==> config.mk <==
export PLATFORM = sky130hd
export DESIGN_NAME = quad_poly_eval_flat
export DESIGN_NICKNAME = d
export VERILOG_FILES = /design/src/rtl/quad_poly_pkg.sv /design/src/rtl/quad_poly_eval_if.sv /design/src/rtl/quad_poly_cfg.sv /design/src/rtl/quad_poly_eval.sv /design/src/flat_wrapper.sv
export SDC_FILE = /design/constraint.sdc
export NUM_CORES = 1
export LEC_CHECK = 0
export CAP_MARGIN = 20
export CORE_AREA = 2 2 138 140
export DETAILED_ROUTE_END_ITERATION = 8
export DIE_AREA = 0 0 140 142
export GPL_ROUTABILITY_DRIVEN = 0
export HOLD_SLACK_MARGIN = 0.15
export PLACE_DENSITY = 0.71
export SYNTH_ARGS = -nofsm -noshare
export SYNTH_HDL_FRONTEND = slang
export SYNTH_SLANG_ARGS = --single-unit
==> constraint.sdc <==
create_clock -name clk -period 10.45 [get_ports clk]
set_input_delay 2.09 -clock clk [delete_from_list [all_inputs] [get_ports clk]]
set_output_delay 2.09 -clock clk [all_outputs]
set_load 0.05 [all_outputs]
==> src/rtl/quad_poly_pkg.sv <==
// Shared types and sizing helpers for the quadratic polynomial evaluator.
// FSM encoding, accumulator width and coefficient address map.
package quad_poly_pkg;

  typedef enum logic [1:0] {
    S_IDLE,
    S_SQ,
    S_MAC,
    S_DONE
  } state_t;

  localparam int A_OFS = 0;
  localparam int B_OFS = 1;

  function automatic int acc_w(
    int nch,
    int xw,
    int cw
  );
    return cw + 2*xw + 2 + $clog2(nch + 1);
  endfunction

  function automatic int g_addr(int nch);
    return 2*nch;
  endfunction

endpackage

==> src/rtl/quad_poly_eval_if.sv <==
// Start/busy/done handshake, inputs, result and coefficient port.
// master drives requests, slave is the evaluator.
interface quad_poly_eval_if #(
  parameter int NCH = 3,
  parameter int XW  = 4,
  parameter int CW  = 5,
  parameter int OW  = 19
);

  logic                  start;
  logic [NCH*XW-1:0]     x_in;
  logic                  cfg_we;
  logic [3:0]            cfg_addr;
  logic signed [CW-1:0]  cfg_data;
  logic                  busy;
  logic                  done;
  logic signed [OW-1:0]  out;
  logic                  ovf;

  modport master (
    output start,
    output x_in,
    output cfg_we,
    output cfg_addr,
    output cfg_data,
    input  busy,
    input  done,
    input  out,
    input  ovf
  );

  modport slave (
    input  start,
    input  x_in,
    input  cfg_we,
    input  cfg_addr,
    input  cfg_data,
    output busy,
    output done,
    output out,
    output ovf
  );

endinterface

==> src/rtl/quad_poly_cfg.sv <==
// Coefficient register file: a_i, b_i and g, write-gated on busy.
// a/b are snapshotted at start so a same-cycle write cannot leak in.
module quad_poly_cfg
  import quad_poly_pkg::*;
#(
  parameter int NCH = 3,
  parameter int CW  = 5,
  parameter int CHW = 2
) (
  input  logic                 clk,
  input  logic                 rst,
  input  logic                 i_we,
  input  logic [3:0]           i_addr,
  input  logic signed [CW-1:0] i_data,
  input  logic                 i_busy,
  input  logic                 i_load,
  input  logic [CHW-1:0]       i_ch,
  output logic signed [CW-1:0] o_a,
  output logic signed [CW-1:0] o_b,
  output logic signed [CW-1:0] o_g
);

  logic signed [CW-1:0] r_a  [NCH];
  logic signed [CW-1:0] r_b  [NCH];
  logic signed [CW-1:0] r_la [NCH];
  logic signed [CW-1:0] r_lb [NCH];
  logic signed [CW-1:0] r_g;

  logic w_wr;
  assign w_wr = i_we && !i_busy;

  always_ff @(posedge clk) begin
    if (rst) begin
      for (int i = 0; i < NCH; i++) begin
        r_a[i]  <= '0;
        r_b[i]  <= '0;
        r_la[i] <= '0;
        r_lb[i] <= '0;
      end
      r_g <= '0;
    end else begin
      if (i_load) begin
        for (int i = 0; i < NCH; i++) begin
          r_la[i] <= r_a[i];
          r_lb[i] <= r_b[i];
        end
      end
      if (w_wr) begin
        for (int i = 0; i < NCH; i++) begin
          if ({1'b0, i_addr} == 5'(2*i + A_OFS))
            r_a[i] <= i_data;
          if ({1'b0, i_addr} == 5'(2*i + B_OFS))
            r_b[i] <= i_data;
        end
        if ({1'b0, i_addr} == 5'(g_addr(NCH)))
          r_g <= i_data;
      end
    end
  end

  always_comb begin
    o_a = '0;
    o_b = '0;
    for (int i = 0; i < NCH; i++) begin
      if (i_ch == CHW'(i)) begin
        o_a = r_la[i];
        o_b = r_lb[i];
      end
    end
  end

  // g is consumed on the accept edge, so the live register is already the old value
  assign o_g = r_g;

endmodule

==> src/rtl/quad_poly_eval.sv <==
// Sequential evaluator of g + sum(a_i*x_i^2 + b_i*x_i) over NCH channels.
// One squarer and one MAC, saturating signed output.
module quad_poly_eval
  import quad_poly_pkg::*;
#(
  parameter int NCH = 3,
  parameter int XW  = 4,
  parameter int CW  = 5,
  parameter int OW  = 19
) (
  input  logic             clk,
  input  logic             rst,
  quad_poly_eval_if.slave  bus
);

  localparam int ACCW = acc_w(NCH, XW, CW);
  localparam int CHW  = (NCH > 1) ? $clog2(NCH) : 1;
  localparam int PAW  = CW + 2*XW + 1;
  localparam int PBW  = CW + XW + 1;
  localparam int SW   = ((ACCW > OW) ? ACCW : OW) + 1;

  localparam logic signed [SW-1:0] SMAX =
    {{(SW-OW+1){1'b0}}, {(OW-1){1'b1}}};
  localparam logic signed [SW-1:0] SMIN = ~SMAX;

  state_t                 r_state;
  logic [XW-1:0]          r_x [NCH];
  logic [CHW-1:0]         r_ch;
  logic [2*XW-1:0]        r_sq;
  logic signed [ACCW-1:0] r_acc;
  logic signed [OW-1:0]   r_out;
  logic                   r_ovf;
  logic                   r_done;
  logic                   r_busy;

  logic                   w_start;
  logic [XW-1:0]          w_xc;
  logic [2*XW-1:0]        w_sq;
  logic signed [CW-1:0]   w_a;
  logic signed [CW-1:0]   w_b;
  logic signed [CW-1:0]   w_g;
  logic signed [PAW-1:0]  w_pa;
  logic signed [PBW-1:0]  w_pb;
  logic signed [ACCW-1:0] w_acc_nx;
  logic signed [SW-1:0]   w_ext;
  logic                   w_hi;
  logic                   w_lo;
  logic signed [OW-1:0]   w_sat;

  assign w_start = (r_state == S_IDLE) && bus.start;

  quad_poly_cfg #(
    .NCH (NCH),
    .CW  (CW),
    .CHW (CHW)
  ) u_cfg (
    .clk    (clk),
    .rst    (rst),
    .i_we   (bus.cfg_we),
    .i_addr (bus.cfg_addr),
    .i_data (bus.cfg_data),
    .i_busy (r_busy),
    .i_load (w_start),
    .i_ch   (r_ch),
    .o_a    (w_a),
    .o_b    (w_b),
    .o_g    (w_g)
  );

  always_comb begin
    w_xc = '0;
    for (int i = 0; i < NCH; i++) begin
      if (r_ch == CHW'(i))
        w_xc = r_x[i];
    end
  end

  assign w_sq = (2*XW)'(w_xc) * (2*XW)'(w_xc);

  // x and sq are unsigned: prefix a zero before the signed multiply
  assign w_pa = PAW'(w_a) * PAW'($signed({1'b0, r_sq}));
  assign w_pb = PBW'(w_b) * PBW'($signed({1'b0, w_xc}));

  assign w_acc_nx = r_acc + ACCW'(w_pa) + ACCW'(w_pb);

  assign w_ext = SW'(r_acc);
  assign w_hi  = w_ext > SMAX;
  assign w_lo  = w_ext < SMIN;
  assign w_sat = w_hi ? SMAX[OW-1:0] :
                 w_lo ? SMIN[OW-1:0] :
                        w_ext[OW-1:0];

  always_ff @(posedge clk) begin
    if (rst) begin
      r_state <= S_IDLE;
      for (int i = 0; i < NCH; i++)
        r_x[i] <= '0;
      r_ch   <= '0;
      r_sq   <= '0;
      r_acc  <= '0;
      r_out  <= '0;
      r_ovf  <= 1'b0;
      r_done <= 1'b0;
      r_busy <= 1'b0;
    end else begin
      r_done <= 1'b0;
      unique case (r_state)
        S_IDLE: begin
          if (w_start) begin
            for (int i = 0; i < NCH; i++)
              r_x[i] <= bus.x_in[i*XW +: XW];
            r_acc   <= ACCW'(w_g);
            r_ch    <= '0;
            r_busy  <= 1'b1;
            r_state <= S_SQ;
          end
        end
        S_SQ: begin
          r_sq    <= w_sq;
          r_state <= S_MAC;
        end
        S_MAC: begin
          r_acc <= w_acc_nx;
          if (r_ch == CHW'(NCH-1)) begin
            r_state <= S_DONE;
          end else begin
            r_ch    <= r_ch + 1'b1;
            r_state <= S_SQ;
          end
        end
        S_DONE: begin
          r_out   <= w_sat;
          r_ovf   <= w_hi | w_lo;
          r_done  <= 1'b1;
          r_busy  <= 1'b0;
          r_state <= S_IDLE;
        end
        default: r_state <= S_IDLE;
      endcase
    end
  end

  assign bus.busy = r_busy;
  assign bus.done = r_done;
  assign bus.out  = r_out;
  assign bus.ovf  = r_ovf;

endmodule

==> src/flat_wrapper.sv <==
// flat-port wrapper written by rule: the top's interface ports become plain ports
module quad_poly_eval_flat import quad_poly_pkg::*;
#(
  parameter int NCH = 3,
  parameter int XW  = 4,
  parameter int CW  = 5,
  parameter int OW  = 19
)
  (clk, rst, bus_start, bus_x_in, bus_cfg_we, bus_cfg_addr, bus_cfg_data, bus_busy, bus_done, bus_out, bus_ovf);
  quad_poly_eval_if #(.NCH(NCH), .XW(XW), .CW(CW), .OW(OW)) bus_i ();
  input  logic clk;
  input  logic rst;
  input wire logic [$bits(bus_i.start)-1:0] bus_start;
  input wire logic [$bits(bus_i.x_in)-1:0] bus_x_in;
  input wire logic [$bits(bus_i.cfg_we)-1:0] bus_cfg_we;
  input wire logic [$bits(bus_i.cfg_addr)-1:0] bus_cfg_addr;
  input wire logic [$bits(bus_i.cfg_data)-1:0] bus_cfg_data;
  output wire logic [$bits(bus_i.busy)-1:0] bus_busy;
  output wire logic [$bits(bus_i.done)-1:0] bus_done;
  output wire logic [$bits(bus_i.out)-1:0] bus_out;
  output wire logic [$bits(bus_i.ovf)-1:0] bus_ovf;
  assign bus_i.start = bus_start;
  assign bus_i.x_in = bus_x_in;
  assign bus_i.cfg_we = bus_cfg_we;
  assign bus_i.cfg_addr = bus_cfg_addr;
  assign bus_i.cfg_data = bus_cfg_data;
  assign bus_busy = bus_i.busy;
  assign bus_done = bus_i.done;
  assign bus_out = bus_i.out;
  assign bus_ovf = bus_i.ovf;
  quad_poly_eval #(.NCH(NCH), .XW(XW), .CW(CW), .OW(OW)) u_core (.clk(clk), .rst(rst), .bus(bus_i));
endmodule
# Yosys cells after proc, flatten, opt, wreduce, memory -nomap -nowiden

Memory sizes are Yosys's and may differ from the RTL's.
Index checks and enable logic that the tools add are counted.

Flip-flop bits (word level): 56
Latch bits: 0
Memory bits (writable): 72
Bits in read-only memories: 0
Input bits: 25
Memories: 5

$add $sub $neg: 3
Multipliers: 3
Divide/modulo/power cells: 0
Order comparisons: 2
Equal/unequal tests: 13
Shift operators: 0
Muxes and demuxes: 69
Bitwise gates (word level): 16
Reductions and logical operators: 12

Memory list:

| name              | words | bits a word | read ports | clocked after memory_dff | wr ports | line                 | source |
|---|---|---|---|---|---|---|---|
| u_core.u_cfg.r_a  | 3     | 5           | 3          | 0                        | 3        | quad_poly_cfg.sv:23  | `logic signed [CW-1:0] r_a [NCH];` |
| u_core.u_cfg.r_b  | 3     | 5           | 3          | 0                        | 3        | quad_poly_cfg.sv:24  | `logic signed [CW-1:0] r_b [NCH];` |
| u_core.u_cfg.r_la | 3     | 5           | 3          | 0                        | 3        | quad_poly_cfg.sv:25  | `logic signed [CW-1:0] r_la [NCH];` |
| u_core.u_cfg.r_lb | 3     | 5           | 3          | 0                        | 3        | quad_poly_cfg.sv:26  | `logic signed [CW-1:0] r_lb [NCH];` |
| u_core.r_x        | 3     | 4           | 3          | 0                        | 3        | quad_poly_eval.sv:27 | `logic [XW-1:0] r_x [NCH];` |

Operators with widths:

| cell                                                  | count |
|---|---|
| two-way mux 5 bit                                     | 18 |
| two-way mux 19 bit                                    | 2 |
| two-way mux 1 bit                                     | 34 |
| case mux 17 bit (2 select lines)                      | 1 |
| two-way mux 4 bit                                     | 6 |
| > comparator 17 x 19 -> 1 bit (second input constant) | 1 |
| < comparator 17 x 19 -> 1 bit (second input constant) | 1 |
| adder 17 x 10 -> 17 bit                               | 1 |
| adder 17 x 14 -> 17 bit                               | 1 |
| two-way mux 17 bit                                    | 1 |
| bitwise OR 1 bit                                      | 16 |
| multiplier 5 x 9 -> 14 bit                            | 1 |
| equality test 4 x 3 -> 1 bit (second input constant)  | 3 |
| multiplier 5 x 5 -> 10 bit                            | 1 |
| equality test 4 x 2 -> 1 bit (second input constant)  | 2 |
| multiplier 4 x 4 -> 8 bit                             | 1 |
| two-way mux 2 bit                                     | 4 |
| case mux 2 bit (4 select lines)                       | 1 |
| equality test 2 bit (second input constant)           | 3 |
| AND reduction 2 bit                                   | 3 |
| equality test 2 x 1 -> 1 bit (second input constant)  | 2 |
| equality test 4 x 1 -> 1 bit (second input constant)  | 1 |
| zero test 2 bit                                       | 2 |
| zero test 4 bit                                       | 1 |
| 8 further kinds                                       | 11 |

# Depth between registers and ports, before layout

Gate-level depths: netlist (run 1).

Word-level depth: 8
Mapped depth: 26
Depth with buffers taken out: 25

# By module

Synthesis (run 1) repeated with hierarchy kept, for this count alone.

Cells, all modules: 875
Area total of the unflattened synthesis: 8659.6 um2

By module, submodules not included:

| module         | instances | cells each | area each (um2) | seq. area each (um2) |
|---|---|---|---|---|
| quad_poly_eval | 1         | 692        | 6017.0          | 1321.3 |
| quad_poly_cfg  | 1         | 183        | 2642.5          | 1901.8 |

# Worst setup path before layout (run 1)

OpenSTA, ideal clock, no wires.

Path kind: register to register
From: register u_core.r_ch[0]
To: register u_core.r_acc[14]
Setup time: 119 ps
Arrival: 5999 ps
Required time: 10331 ps
Setup slack: 4332 ps
Cell stages (with the launch flop): 23
Cells stage by stage: dfxtp_1 inv_1 ha_1 buf_2 and2b_1 a221o_1 o21ai_1 or2_2 fa_1 fa_1 inv_1 fa_1 fa_1 inv_1 fa_1 inv_1 ha_1 nor2b_1 o31ai_2 a21oi_1 o41a_1 xnor2_1 o221a_2

Cells in the longest elaborated chain, start to end: 8

RTL lines:

| element                              | line                                      | source |
|---|---|---|
| start, declared                      | quad_poly_eval.sv:28                      | `logic [CHW-1:0] r_ch;` |
| start signal, assigned               | quad_poly_eval.sv:127                     | `r_ch <= r_ch + 1'b1;` |
| zero test 2 bit                      | quad_poly_cfg.sv:65, quad_poly_eval.sv:73 |  |
| two-way mux 5 bit (3 in a row)       | quad_poly_cfg.sv:65                       | `if (i_ch == CHW'(i)) begin` |
| multiplier 5 x 9 -> 14 bit           | quad_poly_eval.sv:81                      | `assign w_pa = PAW'(w_a) * PAW'($signed({1'b0, r_sq}));` |
| adder 17 x 14 -> 17 bit              | quad_poly_eval.sv:84                      | `assign w_acc_nx = r_acc + ACCW'(w_pa) + ACCW'(w_pb);` |
| adder 17 x 10 -> 17 bit (*)          | quad_poly_eval.sv:84                      |  |
| case mux 17 bit (2 select lines) (*) | quad_poly_eval.sv:107                     | `unique case (r_state)` |
| end signal, assigned                 | quad_poly_eval.sv:112                     | `r_acc <= ACCW'(w_g);` |
| end signal, assigned                 | quad_poly_eval.sv:123                     | `r_acc <= w_acc_nx;` |
| end, declared                        | quad_poly_eval.sv:30                      | `logic signed [ACCW-1:0] r_acc;` |

Every way passes the cells marked *; elsewhere a longest branch is shown, timed or not.
A chain may end at the register's enable or synchronous reset.

# Worst setup path in the final report (run 1)

From: register u_core.r_ch[1]
To: register u_core.r_acc[14]

The elaborated chain is that of the path after synthesis.

==> results.ini, run 1 <==
[cts]
cts_setup_buffers = 0
cts_root_buf = clkbuf_16
clk_pin_slew_ns = 0.06
ctsHoldBuffers = 0
cts.repair.resized = 0
clock_sinks = 125
cts-htree-levels = 4
cts_buffers = 17
cts_buffer_depth = 2
clock_latency_ns = 0.43
cts_tree = yes

[worst_setup_path]
worstSetupPathType = reg2reg
cpMaxStageDelayCell = o21ai_0
path_cells = inv_1, ha_1, and2b_1, a22oi_1, o21ai_0, and2_1, fa_1, fa_1, fa_1, fa_1, inv_1, fa_1, inv_1, ha_1, o21a_1, o21ai_0, a21oi_1, o41a_1, xnor2_1, o221a_2
rrSetupSlack_ns = 3.76
r2r_start = u_core.r_ch[1]
required_ns = 10.77
worst-path-max-fanout = 25
cp-start-kind = flop
max_stage_delay_ns = 0.67
worstSetupEndpointType = flop
reg2reg_to = u_core.r_acc[14]
crit_top_cell = fa_1
arrival_ns = 7.00
rr_worst_depth = 20

[finish]
final_cell_mix = 124 x inv_1, 98 x nand2_1, 74 x fa_1, 72 x and2_1, 72 x edfxtp_1
layout_commonest_cell = inv_1
nNetsFinal = 1076
antenna_cells = 0
area_growth_pct = 15.0
drive_gt1_frac = 0.0660
fin_area_sq_mm = 0.00995

[placed_design]
port_buffers = 45
placed_area_sq_mm = 0.00929
dp_hpwl_microns = 13400

[run_status]
outcome = complete, no violations

[route]
vias = 5882
wl_per_cell_microns = 15.0
drc_errors = 0
drt-total-wl_microns = 17400
drt_iter0_markers = 396
first_pass_iters = 5
drt-vias-per-instance = 5.08
postRouteAntennaNets = 0

[timing]
fin_crit_ns = 6.69
setup-tns-final_ns = 0
period_share = 0.640
worst_pin_slew_ns = 0.877
setup_viol = 0
drv_slew = 0
fin_hold_ws_ns = 0.459
fin_worst_skew_ns = 0.0159
relSlewSlack = 0.409
fmax_ghz = 0.150
hold_violations = 0
rsz0062_at_grt = false

[global_route]
antenna_found_initial = 0
grt_pass1_vias = 6006
grt-ovfl-total = 0
grt_pass1_wl_microns = 29600
grt_usage = 0.190
grt_max_degree = 44

[power_and_ir_drop]
p_comb_frac = 0.301
ir_drop_uv = 130
pwr-share-seq = 0.328
swShare = 0.332
p_per_area_mw_per_mm2 = 173
clkPwrFrac = 0.371
intPower_mw = 1.15
p_leak_nw = 4.35
power_mw = 1.73
p_sw_mw = 0.573

[synthesis]
netlist_area_sq_mm = 0.00865
ys_types = 60
syn_inst = 874
synth_ff_type = edfxtp_1
async_flop_share = 0
yosysWarnings = 0
avgSynthCellArea_sq_um = 9.90
synth-seq-cells = 125
synth_edf_count = 72
seq_area_frac_synth = 0.373

[floorplan]
pin_count = 47
num_rows = 50
die_area_sq_mm = 0.0199
die_y_microns = 142
initial_utilization = 0.469
coreArea_sq_mm = 0.0185
fp.dieW_microns = 140

[hold_path]
min_to = u_core.bus.out[14]
hold_depth = 2
hold_class = reg2reg
hold_start = u_core.bus.out[14]

[run]
maxCapViolCount = 0

layout make-up:
type                            instances  area [sq um]
Fill cell                            1560          8510
Inverter                              125           469
Sequential cell                       125          3220
Tap cell                              234           293
Timing Repair Buffer                   51           495
Multi-Input combinational cell        591          4820
Clock inverter                         15           223
Clock buffer                           17           425
registers in the layout (all words and copies together), names as in the netlist:
register           cells
u_core.u_cfg.r_b      15
u_core.u_cfg.o_g       5
u_core.u_cfg.r_a      15
u_core.r_ch            2
u_core.bus.done        1
u_core.r_acc          17
u_core.bus.out        18
u_core.u_cfg.r_lb     15
u_core.bus.busy        1
u_core.r_x            12
u_core.r_state         2
u_core.u_cfg.r_la     15
u_core.r_sq            7
cell usage after synthesis (4+ instances only):
master | instances | share of area
nand2_1 | 98 | 0.043
and2_1 | 72 | 0.052
nand3_1 | 12 | 0.0069
inv_1 | 124 | 0.054
edfxtp_1 | 72 | 0.25
or3_1 | 5 | 0.0036
o21ai_0 | 26 | 0.015
clkbuf_1 | 30 | 0.013
a21oi_1 | 57 | 0.033
nor2b_1 | 13 | 0.0094
fa_1 | 74 | 0.17
dfxtp_1 | 53 | 0.12
a31oi_1 | 5 | 0.0036
o21ai_1 | 4 | 0.0023
o221a_2 | 4 | 0.0052
nor3_1 | 10 | 0.0058
xnor2_1 | 13 | 0.013
or2_2 | 4 | 0.0029
a21o_1 | 5 | 0.0043
nor2_1 | 58 | 0.025
ha_1 | 66 | 0.095
o31a_1 | 4 | 0.0040
worst max-delay path by stage:
stage / slack, ns / endpoint / cells past startpoint / start
after global routing: 3.34 / u_core.r_acc[15] / 20 / u_core.r_ch[1]
after detailed placement: 3.45 / u_core.r_acc[14] / 20 / u_core.r_ch[0]
final: 3.76 / u_core.r_acc[14] / 20 / u_core.r_ch[1]
after global placement: 3.55 / u_core.r_acc[14] / 20 / u_core.r_ch[0]
after CTS: 3.36 / u_core.r_acc[14] / 21 / u_core.r_ch[1]
after floorplan: 4.33 / u_core.r_acc[14] / 22 / u_core.r_ch[0]
routing by layer:
metal	wire, microns	up-vias	share of wire	GRT usage
li1	-	2934	-	-
met1	8500	2829	0.49	0.268
met2	8020	101	0.46	0.300
met3	663	18	0.038	0.0360
met4	218	0	0.013	0.0595
met5	0	-	0	0
kinds of logic after synthesis:
logic type               after synthesis  synth area share
AND/OR/NAND/NOR                      288             0.162
adder cells (fa/ha/maj)              140             0.267
buffers and inverters                161            0.0720
other                                  2          0.000868
flip-flops                           125             0.373
AO/OA/AOI/OAI                        141             0.108
XOR/XNOR                              17            0.0181
critical path, delay by kind of cell, from the launching register on:
family | cells | cell delay [ns]
AO/OA/AOI/OAI | 7 | 1.88
XOR/XNOR | 1 | 0.13
adder cells (fa/ha/maj) | 7 | 3.37
buffers and inverters | 3 | 0.17
flip-flops | 1 | 0.35
AND/OR/NAND/NOR | 2 | 0.64
power by group through the flow:
stage | clock network, mW | logic (mW) | registers, mW
after global routing | 0.673 | 0.594 | 0.568
final | 0.641 | 0.519 | 0.565
after global placement | 0 | 0.508 | 0.576
after detailed placement | 0 | 0.512 | 0.575
after floorplan | 0 | 0.398 | 0.570
after CTS | 0.649 | 0.520 | 0.565
through the flow:
stage	setup slack (ns)	util	cells
final	3.76	0.539	1158
after global routing	3.34	0.539	1158
after CTS	3.36	0.539	1157
after detailed placement	3.45	0.504	1125
after global placement	3.55	0.504	1125
after floorplan	4.33	-	877
No activity file was read; power rests on OpenSTA's default activity.
==> run 2, diff against run 1 <==
--- a/config.mk
+++ b/config.mk
@@ -11,7 +11,7 @@
 export DIE_AREA = 0 0 140 142
 export GPL_ROUTABILITY_DRIVEN = 0
 export HOLD_SLACK_MARGIN = 0.15
-export PLACE_DENSITY = 0.71
+export PLACE_DENSITY = 0.74
 export SYNTH_ARGS = -nofsm -noshare
 export SYNTH_HDL_FRONTEND = slang
 export SYNTH_SLANG_ARGS = --single-unit
==> constraint.sdc (replaced) <==
create_clock -name clk -period 5.9 [get_ports clk]
set_input_delay 1.18 -clock clk [delete_from_list [all_inputs] [get_ports clk]]
set_output_delay 1.18 -clock clk [all_outputs]
set_load 0.05 [all_outputs]
==> run 2 against run 1 <==
  * Worst setup slack got worse by 3.6 ns
  * Critical path depth did not move
  * Final cell count rose by 5.6%
  * Critical endpoint is now u_core.r_acc[11]
==> results.ini, run 2 (synthesis results as in run 1) <==
[run_status]
outcome = complete, no violations

[worst_setup_path]
rrSetupSlack_ns = 0.17  ; -3.60 ns
crit_top_cell = fa_1
worstSetupPathType = reg2reg
arrival_ns = 6.03  ; -0.97 ns
max_stage_delay_ns = 0.56  ; -0.11 ns
cp-start-kind = flop
worstSetupEndpointType = flop
required_ns = 6.20  ; -4.57 ns
worst-path-max-fanout = 4  ; -84%
path_cells = inv_2, ha_4, and2b_2, nand2_2, a31o_2, or2_2, fa_2, fa_2, fa_1, fa_1, inv_1, fa_1, ha_1, a211oi_2, o21ai_2, buf_4, a21oi_2, o21ai_0, a31oi_1, nor2_1
cpMaxStageDelayCell = fa_2
rr_worst_depth = 20  ; unchanged

[floorplan]
initial_utilization = 0.469  ; unchanged
pin_count = 47  ; unchanged
num_rows = 50  ; unchanged
fp.dieW_microns = 140  ; unchanged
die_y_microns = 142  ; unchanged
coreArea_sq_mm = 0.0185  ; unchanged
die_area_sq_mm = 0.0199  ; unchanged

[timing]
period_share = 0.972  ; +0.332
relSlewSlack = 0.551  ; +0.142
setup-tns-final_ns = 0  ; unchanged
fin_worst_skew_ns = 0.0144  ; -0.00145 ns
worst_pin_slew_ns = 0.672  ; -0.205 ns
rsz0062_at_grt = true
hold_violations = 0  ; unchanged
fin_hold_ws_ns = 0.459  ; +0.000259 ns
setup_viol = 0  ; unchanged
fmax_ghz = 0.174  ; +17%
fin_crit_ns = 5.73  ; -0.953 ns
drv_slew = 0  ; unchanged

[finish]
final_cell_mix = 117 x inv_1, 96 x nand2_1, 72 x and2_1, 72 x edfxtp_1, 68 x buf_4
drive_gt1_frac = 0.173  ; +0.107
antenna_cells = 0  ; unchanged
fin_util = 0.574  ; +0.0345
final_cells = 1223  ; +5.6%
nNetsFinal = 1141  ; +6.0%
area_growth_pct = 22.3
fillers = 1488  ; -4.6%
layout_commonest_cell = inv_1
largest_reg_flops = 18  ; unchanged

[power_and_ir_drop]
p_per_area_mw_per_mm2 = 305  ; +76%
p_leak_nw = 4.63  ; +6.6%
power_mw = 3.23  ; +87%
ir_drop_uv = 210  ; +61%

[global_route]
grt_pass1_wl_microns = 30900  ; +4.4%
grt-ovfl-total = 0  ; unchanged
grt_usage = 0.194  ; +0.00432
antenna_found_initial = 0  ; unchanged
grt_max_degree = 43  ; -2.3%
grt_pass1_vias = 6235  ; +3.8%

[route]
top_layer_used = met4
route.met3.wl_microns = 783  ; +18%
first_pass_iters = 5  ; unchanged
drc_errors = 0  ; unchanged
drt_iter0_markers = 427  ; +7.8%
vias = 6262  ; +6.5%
drt-total-wl_microns = 18500  ; +6.2%
dr_wl_met2_microns = 8700  ; +8.5%
wl_per_cell_microns = 15.1  ; +0.56%
wl_met1_microns = 8780  ; +3.2%
drt-vias-per-instance = 5.12  ; +0.80%
postRouteAntennaNets = 0  ; unchanged

[run]
maxCapViolCount = 0  ; unchanged

[cts]
cts_tree = yes
cts-htree-levels = 4  ; unchanged
clock_sinks = 125  ; unchanged
clock_latency_ns = 0.42  ; about the same
clk_pin_slew_ns = 0.06  ; about the same
cts_buffer_depth = 2  ; unchanged
cts_buffers = 17  ; unchanged
ctsHoldBuffers = 0  ; unchanged
cts_root_buf = clkbuf_16

[placed_design]
port_buffers = 45  ; unchanged
dp_hpwl_microns = 13800  ; +2.8%
post-place-cells = 1182  ; +5.1%

[hold_path]
hold_class = reg2reg
hold_depth = 2  ; unchanged

## run 2: cell types whose count changed in the layout (fill, tap and decap cells not counted), moves of 4 or more
cell     delta
a21oi_1     -4
a21oi_2     +4
buf_4      +62
fa_1        -8
fa_2        +8
ha_1       -10
ha_4        +7
inv_1       -7
inv_2       +7
o21ai_0     -8
o21ai_2     +4
## run 2: repair_timing
action	4_1_cts	5_1_grt
pin swaps	7	53
setup buffers	2	7
resized for setup	15	50
gates cloned	0	0
setup endpoints to repair	8	10
## run 2: worst paths after layout
kind                          start           endpoint
setup / recovery     u_core.r_ch[1]   u_core.r_acc[11]
hold / removal    u_core.bus.out[6]  u_core.bus.out[6]
setup reg to reg     u_core.r_ch[1]   u_core.r_acc[11]
hold reg to reg   u_core.bus.out[6]  u_core.bus.out[6]
## run 2: layer usage
metal,GRT usage,vias to the layer above
met3,0.0336,18
met2,0.309,158
met4,0.0558,0
met5,0,-
met1,0.277,3027
li1,-,3059
## run 2: stage by stage
step                setup WS, ns  instance area, sq um
floorplan                 0.0255                  8680
global placement         0.00113                  9720
detailed placement       -0.0778                  9740
CTS                      -0.0253                 10400
global route             -0.0833                 10600
finish                     0.167                 10600
## run 2: final cells by class
cell class | instances | area, sq um | area share
clock buffers | 19 | 433 | 0.0409
well taps | 234 | 293 | 0.0277
clock inverters | 13 | 133 | 0.0125
multi-input cells | 591 | 5030 | 0.475
repair buffers | 116 | 1000 | 0.0947
inverters | 125 | 469 | 0.0443
flip-flops and latches | 125 | 3230 | 0.305
## run 2: worst max-delay path: cells and delay by family (launching register included)
family,cells,cell delay [ns]
AND/OR/NAND/NOR,4,0.73
adder cells (fa/ha/maj),7,3.02
flip-flops,1,0.34
buffers and inverters,3,0.26
AO/OA/AOI/OAI,6,1.24
## run 2: where the power goes
group          switching [mW]  internal [mW]  total (mW)
sequential             0.0317          0.971        1.00
clock                   0.412          0.590        1.00
combinational           0.641          0.581        1.22
==> run 3, diff against run 2 <==
--- a/config.mk
+++ b/config.mk
@@ -5,7 +5,6 @@
 export SDC_FILE = /design/constraint.sdc
 export NUM_CORES = 1
 export LEC_CHECK = 0
-export CAP_MARGIN = 20
 export CORE_AREA = 2 2 138 140
 export DETAILED_ROUTE_END_ITERATION = 8
 export DIE_AREA = 0 0 140 142
==> run 3 against run 2 <==
  * Routed wire length fell by 0.34%
  * Non-clock buffer count did not move
  * Sequential share of layout area fell by 0.061 points
  * Worst setup slack got worse by 0.028 ns
  * Total power fell by 0.63%
  * Global-route usage fell by 0.33 points
  * Count of clock-buffer cells in the layout fell by 1
  * Register-to-register slack got worse by 0.03 ns
  * First-iteration DRC count fell by 11%
  * Hold slack got worse by 0.0041 ns
  * Combinational power barely moved
  * Critical path type unchanged
  * Critical endpoint is now u_core.r_acc[15]
==> results.ini, run 3 (synthesis results as in run 1) <==
[timing]
fmax_ghz = 0.174  ; -0.48%
hold_violations = 0  ; unchanged
period_share = 0.976  ; +0.00469
worst_pin_slew_ns = 1.27  ; +0.593 ns
fin_crit_ns = 5.76  ; +0.0277 ns
drv_slew = 0  ; unchanged
relSlewSlack = 0.156  ; -0.395
setup_viol = 0  ; unchanged
fin_worst_skew_ns = 0.0142  ; -0.000217 ns

[cts]
cts_buffers = 17  ; unchanged
cts_buffer_depth = 2  ; unchanged
cts_tree = yes
clock_latency_ns = 0.42  ; about the same
cts-htree-levels = 4  ; unchanged
cts_root_buf = clkbuf_16
clk_pin_slew_ns = 0.06  ; about the same
clock_sinks = 125  ; unchanged

[worst_setup_path]
critPathBufInv = 8  ; +5
max_stage_delay_ns = 0.61  ; +0.05 ns
path_cells = inv_4, ha_4, buf_4, and3b_2, o31ai_4, or2_4, inv_2, fa_2, inv_2, fa_1, inv_2, fa_2, fa_1, inv_1, fa_1, inv_1, ha_4, a21oi_2, o21ai_1, nor4_1, buf_4, o41ai_2, xnor2_1, o22ai_1
arrival_ns = 6.04  ; about the same
worst-path-max-fanout = 5  ; +1
cpMaxStageDelayCell = fa_2
cp-start-kind = flop
required_ns = 6.18  ; -0.02 ns
worstSetupPathType = reg2reg
worstSetupEndpointType = flop
crit_family = adder cells

[global_route]
grt_pass1_vias = 6187  ; -0.77%
grt_pass1_wl_microns = 30300  ; -2.0%
antenna_found_initial = 0  ; unchanged
grt-ovfl-total = 0  ; unchanged
grt_usage = 0.191  ; -0.00334
grt_max_degree = 45  ; +4.7%

[route]
drt-total-wl_microns = 18400  ; -0.34%
postRouteAntennaNets = 0  ; unchanged
first_pass_iters = 5  ; unchanged
vias = 6234  ; -0.45%
wl_per_cell_microns = 15.1  ; -0.34%
drt_iter0_markers = 381  ; -11%
drc_errors = 0  ; unchanged
drt-vias-per-instance = 5.10  ; -0.45%

[floorplan]
initial_utilization = 0.469  ; unchanged
pin_count = 47  ; unchanged
die_area_sq_mm = 0.0199  ; unchanged
fp.dieW_microns = 140  ; unchanged
die_y_microns = 142  ; unchanged
coreArea_sq_mm = 0.0185  ; unchanged
num_rows = 50  ; unchanged

[finish]
antenna_cells = 0  ; unchanged
nNetsFinal = 1141  ; unchanged
final_cells = 1223  ; unchanged
drive_gt1_frac = 0.178  ; +0.00506
final_cell_mix = 112 x inv_1, 95 x nand2_1, 72 x and2_1, 72 x edfxtp_1, 69 x buf_4
area_growth_pct = 22.6
layout_commonest_cell = inv_1
largest_reg_flops = 18  ; unchanged

[power_and_ir_drop]
p_per_area_mw_per_mm2 = 302  ; -0.83%
swShare = 0.334  ; -0.00182
clkPwrFrac = 0.310  ; about the same
p_leak_nw = 4.62  ; -0.26%
power_mw = 3.21  ; -0.63%
p_sw_mw = 1.07  ; -1.2%
p_comb_frac = 0.377  ; -0.002
intPower_mw = 2.13  ; -0.36%
pwr-share-seq = 0.313  ; +0.002
ir_drop_uv = 193  ; -8.0%

[placed_design]
port_buffers = 45  ; unchanged
post-place-cells = 1181  ; -0.085%
dp_hpwl_microns = 13800  ; -0.18%

[run_status]
outcome = complete, no violations

[run]
maxCapViolCount = 0  ; unchanged

[hold_path]
hold_class = reg2reg

run 3: metrics by stage:
stage | setup slack (ns) | util | TNS, ns | instance area (sq um) | hold WS (ns)
after floorplan | 0.0255 | - | 0 | 8680 | 0.425
after global placement | 0.00113 | 0.527 | 0 | 9720 | 0.444
after detailed placement | -0.0744 | 0.527 | -0.0969 | 9720 | 0.450
after CTS | 0.0129 | 0.560 | 0 | 10300 | 0.459
after global routing | -0.0386 | 0.575 | -0.117 | 10600 | 0.474
final | 0.139 | 0.575 | 0 | 10600 | 0.455
run 3: cell type report:
cell class	instances	area, sq um
clock buffers	18	429
clock inverters	14	135
fillers	1479	7850
inverters	125	472
multi-input cells	591	5050
flip-flops and latches	125	3230
well taps	234	293
repair buffers	116	995
run 3: final timing paths:
check / start / end / slack (ns) / cells after the start
worst min register to register: u_core.bus.out[13] / u_core.bus.out[13] / 0.46 / 2
worst min-delay path: u_core.bus.out[13] / u_core.bus.out[13] / 0.46 / 2
worst max-delay path: u_core.r_ch[0] / u_core.r_acc[15] / 0.14 / 24
worst max register to register: u_core.r_ch[0] / u_core.r_acc[15] / 0.14 / 24
run 3: metal layers:
| layer | share of wire | global-route usage |
|---|---|---|
| met3 | 0.047 | 0.0363 |
| met5 | 0 | 0 |
| met4 | 0.018 | 0.0649 |
| met2 | 0.47 | 0.301 |
| met1 | 0.47 | 0.268 |
run 3: tightest hold or removal path: stages, from the launching register on:
cell and delay (ns):
dfxtp_1 0.31, nand2_1 0.05, a21oi_1 0.05
run 3: power groups by stage:
stage                     sequential [mW]  combinational (mW)  clock (mW)
after detailed placement             1.02                1.05           0
final                                1.00                1.21       0.994
after global placement               1.02                1.04           0
after global routing                 1.01                1.34        1.05
after CTS                            1.00                1.08        1.01
after floorplan                      1.01               0.706           0
run 3: what timing repair did:
action	CTS	global route
hold endpoints to repair	0	0
hold buffers	0	0
gates cloned	0	1
setup endpoints to repair	7	10
gates resized for setup	14	60
pin swaps	8	56
buffers inserted	3	6
